$ cat config.mk
export PLATFORM = sky130hd
export DESIGN_NAME = pipelined_carry_chain_adder_flat
export DESIGN_NICKNAME = d
export VERILOG_FILES = /design/src/rtl/pipelined_carry_chain_adder_if.sv /design/src/rtl/pipelined_carry_chain_adder.sv /design/src/flat_wrapper.sv
export SDC_FILE = /design/constraint.sdc
export NUM_CORES = 1
export LEC_CHECK = 0
export BUFFER_PORTS_ARGS = -buffer_cell sky130_fd_sc_hd__buf_2
export CAP_MARGIN = 15
export CORE_MARGIN = 2
export CORE_UTILIZATION = 62
export CTS_CLUSTER_DIAMETER = 150
export CTS_CLUSTER_SIZE = 16
export DETAILED_ROUTE_END_ITERATION = 6
export GPL_ROUTABILITY_DRIVEN = 0
export PLACE_DENSITY = 0.81
export SYNTH_ARGS = -nofsm -noshare
export SYNTH_HDL_FRONTEND = slang
export SYNTH_SLANG_ARGS = --single-unit
export TNS_END_PERCENT = 50
$ cat constraint.sdc
create_clock -name clk -period 5.6 [get_ports clk]
set_clock_uncertainty 0.15 [all_clocks]
set_input_delay 0.28 -clock clk [delete_from_list [all_inputs] [get_ports clk]]
set_output_delay 0.28 -clock clk [all_outputs]
set_load 0.05 [all_outputs]
$ cat src/rtl/pipelined_carry_chain_adder_if.sv
// Operand/result handshake bundle for the pipelined carry-chain adder.
// Source side drives operands and out_ready; the adder drives results.
interface pipelined_carry_chain_adder_if #(
    parameter int WIDTH = 16
);
    logic             in_valid;
    logic             in_ready;
    logic [WIDTH-1:0] A;
    logic [WIDTH-1:0] B;
    logic             Cin;
    logic             Sub;
    logic             out_valid;
    logic             out_ready;
    logic [WIDTH-1:0] Sum;
    logic             Cout;
    logic             Overflow;

    modport master (
        output in_valid, A, B, Cin, Sub, out_ready,
        input  in_ready, out_valid, Sum, Cout, Overflow
    );

    modport slave (
        input  in_valid, A, B, Cin, Sub, out_ready,
        output in_ready, out_valid, Sum, Cout, Overflow
    );
endinterface

$ cat src/rtl/pipelined_carry_chain_adder.sv
// Wide adder/subtractor resolving CHUNK bits per stage with a registered carry.
// One op per clock; the whole pipe stalls on output backpressure.
module pipelined_carry_chain_adder #(
    parameter int WIDTH = 16,
    parameter int CHUNK = 4,
    localparam int STAGES = WIDTH / CHUNK
) (
    input logic clk,
    input logic rst_n,
    pipelined_carry_chain_adder_if.slave bus
);
    logic             en;
    logic             xfer_in;
    logic [WIDTH-1:0] bx;
    logic             c0;

    assign en = !bus.out_valid || bus.out_ready;
    assign bus.in_ready = en;
    assign xfer_in = bus.in_valid && en;
    assign bx = bus.Sub ? ~bus.B : bus.B;
    assign c0 = bus.Sub | bus.Cin;

    for (genvar k = 0; k < STAGES; k++) begin : g_stage
        // Operand width still unresolved entering this stage; sum width leaving it.
        localparam int WI = WIDTH - k * CHUNK;
        localparam int WS = (k + 1) * CHUNK;

        logic [WI-1:0]  a_i;
        logic [WI-1:0]  b_i;
        logic           c_i;
        logic           v_i;
        logic [CHUNK:0] r;
        logic [WS-1:0]  s_n;
        logic           v_q;
        logic           c_q;
        logic [WS-1:0]  s_q;

        if (k == 0) begin : g_head
            assign a_i = bus.A;
            assign b_i = bx;
            assign c_i = c0;
            assign v_i = xfer_in;
            assign s_n = r[CHUNK-1:0];
        end else begin : g_body
            assign a_i = g_stage[k-1].g_fwd.a_q;
            assign b_i = g_stage[k-1].g_fwd.b_q;
            assign c_i = g_stage[k-1].c_q;
            assign v_i = g_stage[k-1].v_q;
            assign s_n = {r[CHUNK-1:0], g_stage[k-1].s_q};
        end

        assign r = {1'b0, a_i[CHUNK-1:0]}
                 + {1'b0, b_i[CHUNK-1:0]}
                 + {{CHUNK{1'b0}}, c_i};

        // Bubbles advance the valid bit only, so results hold while idle.
        always_ff @(posedge clk or negedge rst_n) begin
            if (!rst_n) begin
                v_q <= 1'b0;
                c_q <= 1'b0;
                s_q <= '0;
            end else if (en) begin
                v_q <= v_i;
                if (v_i) begin
                    c_q <= r[CHUNK];
                    s_q <= s_n;
                end
            end
        end

        if (k < STAGES - 1) begin : g_fwd
            logic [WI-CHUNK-1:0] a_q;
            logic [WI-CHUNK-1:0] b_q;

            always_ff @(posedge clk or negedge rst_n) begin
                if (!rst_n) begin
                    a_q <= '0;
                    b_q <= '0;
                end else if (en && v_i) begin
                    a_q <= a_i[WI-1:CHUNK];
                    b_q <= b_i[WI-1:CHUNK];
                end
            end
        end else begin : g_tail
            logic ov_q;

            // Carry into the MSB is a^b^sum at that bit.
            always_ff @(posedge clk or negedge rst_n) begin
                if (!rst_n) begin
                    ov_q <= 1'b0;
                end else if (en && v_i) begin
                    ov_q <= a_i[CHUNK-1] ^ b_i[CHUNK-1]
                          ^ r[CHUNK-1] ^ r[CHUNK];
                end
            end
        end
    end

    assign bus.out_valid = g_stage[STAGES-1].v_q;
    assign bus.Sum       = g_stage[STAGES-1].s_q;
    assign bus.Cout      = g_stage[STAGES-1].c_q;
    assign bus.Overflow  = g_stage[STAGES-1].g_tail.ov_q;
endmodule

$ cat src/flat_wrapper.sv
// flat-port wrapper written by rule: the top's interface ports become plain ports
module pipelined_carry_chain_adder_flat 
#(
    parameter int WIDTH = 16,
    parameter int CHUNK = 4,
    localparam int STAGES = WIDTH / CHUNK
)
  (clk, rst_n, bus_in_valid, bus_A, bus_B, bus_Cin, bus_Sub, bus_out_ready, bus_in_ready, bus_out_valid, bus_Sum, bus_Cout, bus_Overflow);
  pipelined_carry_chain_adder_if #(.WIDTH(WIDTH)) bus_i ();
  input logic clk;
  input logic rst_n;
  input wire logic [$bits(bus_i.in_valid)-1:0] bus_in_valid;
  input wire logic [$bits(bus_i.A)-1:0] bus_A;
  input wire logic [$bits(bus_i.B)-1:0] bus_B;
  input wire logic [$bits(bus_i.Cin)-1:0] bus_Cin;
  input wire logic [$bits(bus_i.Sub)-1:0] bus_Sub;
  input wire logic [$bits(bus_i.out_ready)-1:0] bus_out_ready;
  output wire logic [$bits(bus_i.in_ready)-1:0] bus_in_ready;
  output wire logic [$bits(bus_i.out_valid)-1:0] bus_out_valid;
  output wire logic [$bits(bus_i.Sum)-1:0] bus_Sum;
  output wire logic [$bits(bus_i.Cout)-1:0] bus_Cout;
  output wire logic [$bits(bus_i.Overflow)-1:0] bus_Overflow;
  assign bus_i.in_valid = bus_in_valid;
  assign bus_i.A = bus_A;
  assign bus_i.B = bus_B;
  assign bus_i.Cin = bus_Cin;
  assign bus_i.Sub = bus_Sub;
  assign bus_i.out_ready = bus_out_ready;
  assign bus_in_ready = bus_i.in_ready;
  assign bus_out_valid = bus_i.out_valid;
  assign bus_Sum = bus_i.Sum;
  assign bus_Cout = bus_i.Cout;
  assign bus_Overflow = bus_i.Overflow;
  pipelined_carry_chain_adder #(.WIDTH(WIDTH), .CHUNK(CHUNK)) u_core (.clk(clk), .rst_n(rst_n), .bus(bus_i));
endmodule
# Yosys cells after proc, flatten, opt, wreduce, memory -nomap -nowiden
# Cells that the tools add are included.
[word_totals]
reg_bits = 97
out_inout_bits = 20
[op_classes]
n_addsub = 8
muxes = 1
bitwise = 5
reduce_logical = 11
[ops]
columns = ["op", "count"]
rows = [
  ["4-bit by 4-bit adder with 5-bit output", 4],
  ["5-bit by 1-bit adder with 5-bit output", 4],
  ["16-bit 2-to-1 mux", 1],
  ["16-bit NOT", 1],
  ["2-bit AND reduction", 4],
  ["1-bit logical AND", 5],
  ["1-bit bitwise XOR", 3],
  ["1-bit zero test", 1],
  ["1-bit logical OR", 1],
  ["1-bit bitwise OR", 1],
]

# Logic depth before layout (Yosys ltp)
# Gate-level depths: netlist (run 1).
[depth]
word_depth = 4
ltp_mapped = 8
ltp_nobuf = 8

# Worst setup path after synthesis (run 1)
# OpenSTA, ideal clock, no wires.
[synth_timing]
kind = "input port to flip-flop"
startpoint = "in bus_Sub"
endpoint = "reg u_core.g_stage[0].c_q"
arrival_ns = 2.155
required_time_ns = 5.323
setup_slack_ns = 3.167
stages = 8
path_buffers = 2
cell_sequence = "buf_4 > buf_4 > or2_2 > fa_1 > fa_1 > a21o_1 > a211oi_1 > a21oi_1"
[synth_via]
elab_chain_len = 3
word_cells_on_any_way = 4
[synth_rtl]
columns = ["element", "line", "source"]
rows = [
  ["start: declaration", "flat_wrapper.sv:16", "input wire logic [$bits(bus_i.Sub)-1:0] bus_Sub;"],
  ["16-bit 2-to-1 mux", "pipelined_carry_chain_adder.sv:20", "assign bx = bus.Sub ? ~bus.B : bus.B;"],
  ["4-bit by 4-bit adder with 5-bit output", "pipelined_carry_chain_adder.sv:53", "+ {1'b0, b_i[CHUNK-1:0]}"],
  ["5-bit by 1-bit adder with 5-bit output *", "pipelined_carry_chain_adder.sv:54", "+ {{CHUNK{1'b0}}, c_i};"],
  ["end signal: assignment", "pipelined_carry_chain_adder.sv:65", "c_q <= r[CHUNK];"],
  ["end: declaration", "pipelined_carry_chain_adder.sv:35", "logic c_q;"],
]
# Every way passes the cells marked *; elsewhere a longest branch is shown, timed or not.
# A chain may end at the register's enable or synchronous reset.

# Worst setup path in the final report (run 1)
# Same ends and word-level chain as after synthesis.

==> flow_summary_export.csv, run 1 <==
group,metric,value,unit
worst_setup_path,path_common_cell,"fa_1",
final_layout,stdcell_count,487,
floorplan,initial_core_util,63.44,%
placed_design,place.port_buffers,57,
status,status,"completed",
final_layout,final_common_cell,"dfrtp_1",
final_layout,layout_common_cells,"dfrtp_1, buf_2, mux2_4",
worst_setup_path,critical-path-max-stage-delay,420,ps
synth,yosys_warnings,0,
cts,ctsResizeCount,0,
synth,synth_top_family_by_area,"multiplexers",
final_layout,drive_gt1_share,38.14,%
cts,clk_pin_slew,90,ps
worst_setup_path,worstSetupStartpointType,"input port",
placed_design,dp_hpwl,4710,um
synth,synthSimpleGateAreaFrac,5.249,%
worst_setup_path,rrSetupSlack,3590,ps
floorplan,design.die.area,0.008086,mm2
sta,fin_crit,2138,ps
grt,grt_first_pass_wirelength,12430,um
grt,globalRoute.totalOverflow,0,
grt,antenna_found_initial,0,
synth,seq_area_frac_synth,53.03,%
routing,ant_nets,0,
routing,routed-via-count,2446,
hold_path,holdPathStages,2,
cts,clock_sinks,97,
sta,hold_violations,0,
grt,grt_pass1_vias,2588,
synth,ys_seq_elements,97,
grt,grt_start_max_net_pins,50,
floorplan,rows,31,
routing,drc_errors,0,
routing,wire_per_inst,14.41,um
pwr,p_leak,2.574,nW
cts,root_buffer,"clkbuf_8",
synth,synth_compound_area_share,4.811,%
hold_path,hp-start,"bus_A[15]",
cts,htree_levels,3,
synth,synthCells,315,
sta,grt_setup_unrepaired,"false",
synth,synthAdderAreaFrac,6.780,%
flow_run,drv_cap,0,
final_layout,fin_nets,441,
sta,finalCritPeriodShare,38.19,%
worst_setup_path,reg2reg_from,"u_core.g_stage[1].g_fwd.b_q[0]",
routing,drt_pass1_iterations,5,
pwr,finalPower,3.043,mW
synth,synthMuxAreaShare,21.00,%
synth,syn_nets,373,
cts,cts_tree,"yes",
worst_setup_path,critPathKind,"input port to flip-flop",
final_layout,area_growth,12.60,%
final_layout,utilization,71.44,%
sta,slew_violations,0,
synth,synth_cell_type_count,28,
grt,globalRouteTotalUtil,19.39,%
cts,cts_inserted_buffers,9,
floorplan,core,0.007214,mm2
final_layout,antenna_cells,0,
cts,clkLatencyLatePin,350,ps
routing,via_per_inst,5.023,
floorplan,dieHeight,89.92,um
placed_design,placedCellCount,459,
sta,setup_viol_count_final,0,
floorplan,dieWidth,89.92,um
final_layout,n_fill_cell,505,
sta,holdWs,34.07,ps
hold_path,min_path_type,"input port to flip-flop",
routing,routed_wl,7018,um
sta,slew_headroom,57.67,%
hold_path,worstHoldEndpoint,"u_core.g_stage[0].g_fwd.a_q[11]",
floorplan,ioPinCount,58,
worst_setup_path,critical_path_arrival,2220,ps
worst_setup_path,worstPathRequired,5680,ps
sta,worst_pin_slew,634.9,ps
sta,fmax,467.6,MHz
worst_setup_path,path_cells,"buf_2, or2_2, fa_1, fa_1, a21o_1, a211oi_1, a21oi_1",
routing,drt_iter0_drc,136,
cts,cts_buffer_depth,2,
synth,synth_xor_area_share,4.593,%
pwr,power_density,590.4,mW/mm2
synth,syn_area_per_cell,14.53,um2
worst_setup_path,worstReg2RegEnd,"u_core.g_stage[2].c_q",
sta,setup_tns,0,ps
synth,synth_area,0.004577,mm2
pwr,ir_worst_vdd,208.3,uV
worst_setup_path,cp_slowest_cell,"fa_1",
worst_setup_path,end_kind,"flip-flop",
worst_setup_path,reg2reg_depth,5,
worst_setup_path,worstPathMaxFanout,17,
stage by stage:
step / instance area [um2] / setup WS (ps)
floorplan: 4577 / 3167
global placement: 4830 / 3142
detailed placement: 4830 / 3075
CTS: 5144 / 3463
global route: 5154 / 3402
finish: 5154 / 3462
worst max-delay path, delay by kind of cell:
family	cells	cell delay (ps)
buf+inv	1	260
simple gates	1	370
fa+ha+maj	2	830
compound gates	3	490
where the power goes:
part / leakage [nW] / total (mW) / internal [mW] / switching (mW)
sequential: 1.17 / 1.21 / 1.02 / 0.196
clock: 0.107 / 0.460 / 0.220 / 0.240
combinational: 1.30 / 1.37 / 0.676 / 0.696
total: 2.57 / 3.04 / 1.91 / 1.13
state kept, by name (all words and copies together) (netlist names):
signal                    cells
u_core.g_stage.g_fwd.b_q     24
u_core.g_stage.c_q            3
u_core.bus.out_valid          1
u_core.bus.Sum               16
u_core.g_stage.g_fwd.a_q     24
u_core.bus.Overflow           1
u_core.g_stage.s_q           24
u_core.g_stage.v_q            3
u_core.bus.Cout               1
cell type report:
cell class | count | area, um2 | area share, %
flip-flops and latches | 97 | 2427 | 47.10
inverters | 9 | 41.29 | 0.8012
clock inverters | 6 | 66.31 | 1.287
multi-input cells | 196 | 1942 | 37.68
repair buffers | 70 | 415.4 | 8.060
well taps | 99 | 123.9 | 2.404
clock buffers | 10 | 137.6 | 2.671
logic make-up (layout without fill, tap and decap cells):
group,count (synthesis),after routing
flip-flops,97,97
multiplexers,67,67
AND/OR/NAND/NOR,45,45
AO/OA/AOI/OAI,40,40
XOR/XNOR,24,24
buffers and inverters,22,95
adder cells (fa/ha/maj),20,20
synthesized netlist by cell type:
cell / count / area share [%]
dfrtp_1: 97 / 53
mux2_4: 55 / 18
nand2_1: 32 / 2.6
o21ai_0: 24 / 2.6
xnor2_1: 14 / 2.7
ha_1: 12 / 3.3
mux2_2: 12 / 3.0
xor2_1: 10 / 1.9
a21oi_1: 8 / 0.87
fa_1: 8 / 3.5
inv_1: 8 / 0.66
a21o_1: 5 / 0.82
buf_12: 5 / 2.2
buf_4: 3 / 0.49
buf_6: 3 / 0.74
nor2_1: 3 / 0.25
buf_2: 2 / 0.22
nand2_4: 2 / 0.49
nand2_8: 2 / 0.87
nand2b_1: 2 / 0.27
a211oi_1: 1 / 0.16
a21boi_0: 1 / 0.16
inv_8: 1 / 0.25
nor2b_1: 1 / 0.14
nor2b_4: 1 / 0.30
nor3b_1: 1 / 0.16
o31ai_1: 1 / 0.16
or2_2: 1 / 0.14
per-layer routing:
metal	global-route usage (%)	vias up	routed length [um]
li1	-	1196	-
met1	26.02	1198	3321
met2	31.25	45	3379
met3	4.862	7	235
met4	6.795	0	81
met5	0	-	0
repair_timing:
item / 4_1_cts / 5_1_grt
setup buffers: 0 / 0
hold endpoints to repair: 58 / 1
setup endpoints to repair: 0 / 0
hold buffers: 11 / 1
worst max-delay path by stage:
stage,start,end,slack (ps),cells after the start
final,bus_Sub,u_core.g_stage[0].c_q,3460,7
after global routing,bus_Sub,u_core.g_stage[0].c_q,3400,7
after CTS,bus_Sub,u_core.g_stage[0].c_q,3460,7
after detailed placement,bus_Sub,u_core.g_stage[0].c_q,3070,7
after global placement,bus_Sub,u_core.g_stage[0].c_q,3140,7
after floorplan,bus_Sub,u_core.g_stage[0].c_q,3170,8
Note: power is estimated with default switching activity, not from simulation.
==> inputs of run 2 (changes only) <==
--- a/config.mk
+++ b/config.mk
@@ -8,12 +8,12 @@
 export BUFFER_PORTS_ARGS = -buffer_cell sky130_fd_sc_hd__buf_2
 export CAP_MARGIN = 15
 export CORE_MARGIN = 2
-export CORE_UTILIZATION = 62
+export CORE_UTILIZATION = 52
 export CTS_CLUSTER_DIAMETER = 150
 export CTS_CLUSTER_SIZE = 16
 export DETAILED_ROUTE_END_ITERATION = 6
 export GPL_ROUTABILITY_DRIVEN = 0
-export PLACE_DENSITY = 0.81
+export PLACE_DENSITY = 0.72
 export SYNTH_ARGS = -nofsm -noshare
 export SYNTH_HDL_FRONTEND = slang
 export SYNTH_SLANG_ARGS = --single-unit
==> constraint.sdc (replaced) <==
create_clock -name clk -period 1.89 [get_ports clk]
set_clock_uncertainty 0.15 [all_clocks]
set_input_delay 0.0945 -clock clk [delete_from_list [all_inputs] [get_ports clk]]
set_output_delay 0.0945 -clock clk [all_outputs]
set_load 0.05 [all_outputs]
==> run 2 against run 1 <==
Against the previous run: count of clock-buffer cells in the layout rose by 3; setup slack got worse by 3400 ps; register-to-register slack got worse by 3500 ps; hold slack barely moved; non-clock buffer count rose by 23; largest cell class unchanged; core utilization fell by 8.7 points; combinational power rose to 3.2 times the previous value.
==> flow_summary_export.csv, run 2 (synthesis results as in run 1) <==
group,metric,value,unit
cts,clock_sinks,97,
routing,routed-via-count,2558,
grt,globalRoute.totalOverflow,0,
final_layout,utilization,62.78,%
routing,drc_errors,0,
worst_setup_path,cp_slowest_cell,"fa_2",
cts,clkLatencyLatePin,350,ps
pwr,p_switching,3.406,mW
sta,fmax,543.1,MHz
grt,antenna_found_initial,0,
routing,via_per_inst,4.938,
flow_run,drv_cap,0,
grt,use_met3,2.863,%
sta,slew_headroom,64.99,%
final_layout,layout_common_cells,"dfrtp_1, buf_2, mux2_4",
worst_setup_path,critical-path-max-stage-delay,430,ps
cts,htree_levels,3,
routing,drt_iter0_drc,59,
grt,grt_first_pass_wirelength,13500,um
worst_setup_path,worstSetupStartpoint,"u_core.g_stage[1].c_q",
status,status,"completed",
floorplan,core,0.008636,mm2
worst_setup_path,rrSetupSlack,50,ps
cts,cts_buffer_depth,2,
pwr,power_density,1703,mW/mm2
floorplan,rows,34,
worst_setup_path,critPathKind,"flip-flop to flip-flop",
worst_setup_path,end_kind,"flip-flop",
pwr,p_leak,2.670,nW
worst_setup_path,reg2reg_depth,5,
grt,grt_pass1_vias,2756,
final_layout,fin_nets,464,
worst_setup_path,critical_path_arrival,1930,ps
final_layout,reg.largest.list,"u_core.g_stage.g_fwd.a_q: 24 flops, u_core.g_stage.g_fwd.b_q: 24 flops, u_core.g_stage.s_q: 24 flops",
floorplan,dieHeight,97.82,um
sta,setup_tns,0,ps
sta,worst_pin_slew,525.2,ps
pwr,seqPwrFrac,38.9,%
worst_setup_path,worstPathRequired,1980,ps
worst_setup_path,worstPathMaxFanout,2,
worst_setup_path,reg2reg_from,"u_core.g_stage[1].c_q",
worst_setup_path,worstSetupPathDepth,5,
worst_setup_path,worstSetupStartpointType,"flip-flop",
final_layout,drive_gt1_share,40.49,%
final_layout,antenna_cells,0,
routing,ant_nets,0,
grt,grt_use_met1,23.76,%
grt,grt_use_met2,29.23,%
cts,root_buffer,"clkbuf_8",
grt,grt_start_max_net_pins,46,
sta,setup_viol_count_final,0,
sta,finalCritPeriodShare,97.42,%
cts,cts_inserted_buffers,9,
final_layout,n_fill_cell,682,
placed_design,dp_hpwl,5095,um
worst_setup_path,path_common_cell,"fa_2",
floorplan,ioPinCount,58,
grt,globalRouteTotalUtil,17.79,%
sta,hold_violations,0,
cts,clk_pin_slew,90,ps
sta,grt_setup_unrepaired,"true",
placed_design,place.port_buffers,57,
routing,drt_pass1_iterations,4,
sta,slew_violations,0,
worst_setup_path,path_buf_inv,0,
sta,fin_crit,1841,ps
hold_path,min_path_type,"input port to flip-flop",
pwr,internal_power,5.828,mW
routing,wire_per_inst,14.87,um
pwr,p_clk_share,14.2,%
pwr,switching_share,36.89,%
worst_setup_path,crit_family,"adder cells",
floorplan,dieWidth,97.82,um
worst_setup_path,path_cells,"fa_2, fa_2, a21o_1, a21oi_1, o21ai_1",
pwr,ir_worst_vdd,545.4,uV
floorplan,design.die.area,0.009568,mm2
grt,busiest_layer,"met2",
pwr,p_comb_share,46.8,%
routing,routed_wl,7701,um
worst_setup_path,critical_path.endpoint,"u_core.g_stage[2].c_q",
cts,cts_tree,"yes",
worst_setup_path,worstReg2RegEnd,"u_core.g_stage[2].c_q",
final_layout,final_common_cell,"dfrtp_1",
final_layout,area_growth,18.45,%
pwr,finalPower,9.235,mW
floorplan,initial_core_util,53.00,%
[run 2: routing by layer]
metal | part of all wire, % | vias to the layer above
met5 | 0 | -
met4 | 1.5 | 0
met3 | 2.2 | 10
met2 | 50 | 36
met1 | 47 | 1260
li1 | - | 1252
[run 2: cell type report]
type | instances | area, um2 | share of cell area (%)
inverter | 9 | 41.29 | 0.7616
clock inverter | 2 | 38.79 | 0.7154
sequential | 97 | 2427 | 44.77
tap | 108 | 135.1 | 2.493
multi-input combinational | 196 | 1992 | 36.74
timing repair buffer | 93 | 638.1 | 11.77
clock buffer | 13 | 148.9 | 2.746
[run 2: worst min path at each step]
stage          cells past startpoint                        to  slack [ps]  startpoint
6_report                           3  u_core.g_stage[0].s_q[0]          30    bus_A[0]
5_1_grt                            3  u_core.g_stage[0].s_q[0]          30    bus_A[0]
3_5_place_dp                       1  u_core.g_stage[0].s_q[1]        -130       rst_n
3_3_place_gp                       1  u_core.g_stage[0].s_q[1]        -130       rst_n
4_1_cts                            2  u_core.g_stage[0].s_q[1]          20       rst_n
2_1_floorplan                      0           u_core.bus.Cout        -350       rst_n
[run 2: tightest hold or removal path: stages]
cell	delay [ps]
buf_2	90
fa_2	190
mux2_2	130
[run 2: power groups by stage]
stage                     Clock, mW  Combinational (mW)  Sequential (mW)
after floorplan                   0                2.90             4.16
after global placement            0                4.03             3.59
after CTS                      1.35                4.25             3.60
after global routing           1.43                4.74             3.72
final                          1.31                4.32             3.60
after detailed placement          0                4.16             3.64
[run 2: through the flow]
step                      hold slack, ps  setup WS (ps)  cells  area [um2]
after floorplan                   -351.1         -141.3    315        4609
after global placement            -134.7         -56.38    474        4911
after detailed placement          -126.7         -88.02    474        4911
after CTS                          22.90          15.15    516        5378
after global routing               28.68         -36.77    518        5421
final                              34.41          48.71    518        5421
[run 2: timing repair]
action                     CTS  global route
hold buffers                27             0
setup endpoints to repair    3             6
buffers inserted             0             2
pin swaps                    0             3
hold endpoints to repair   126             0
gates resized for setup      3            11
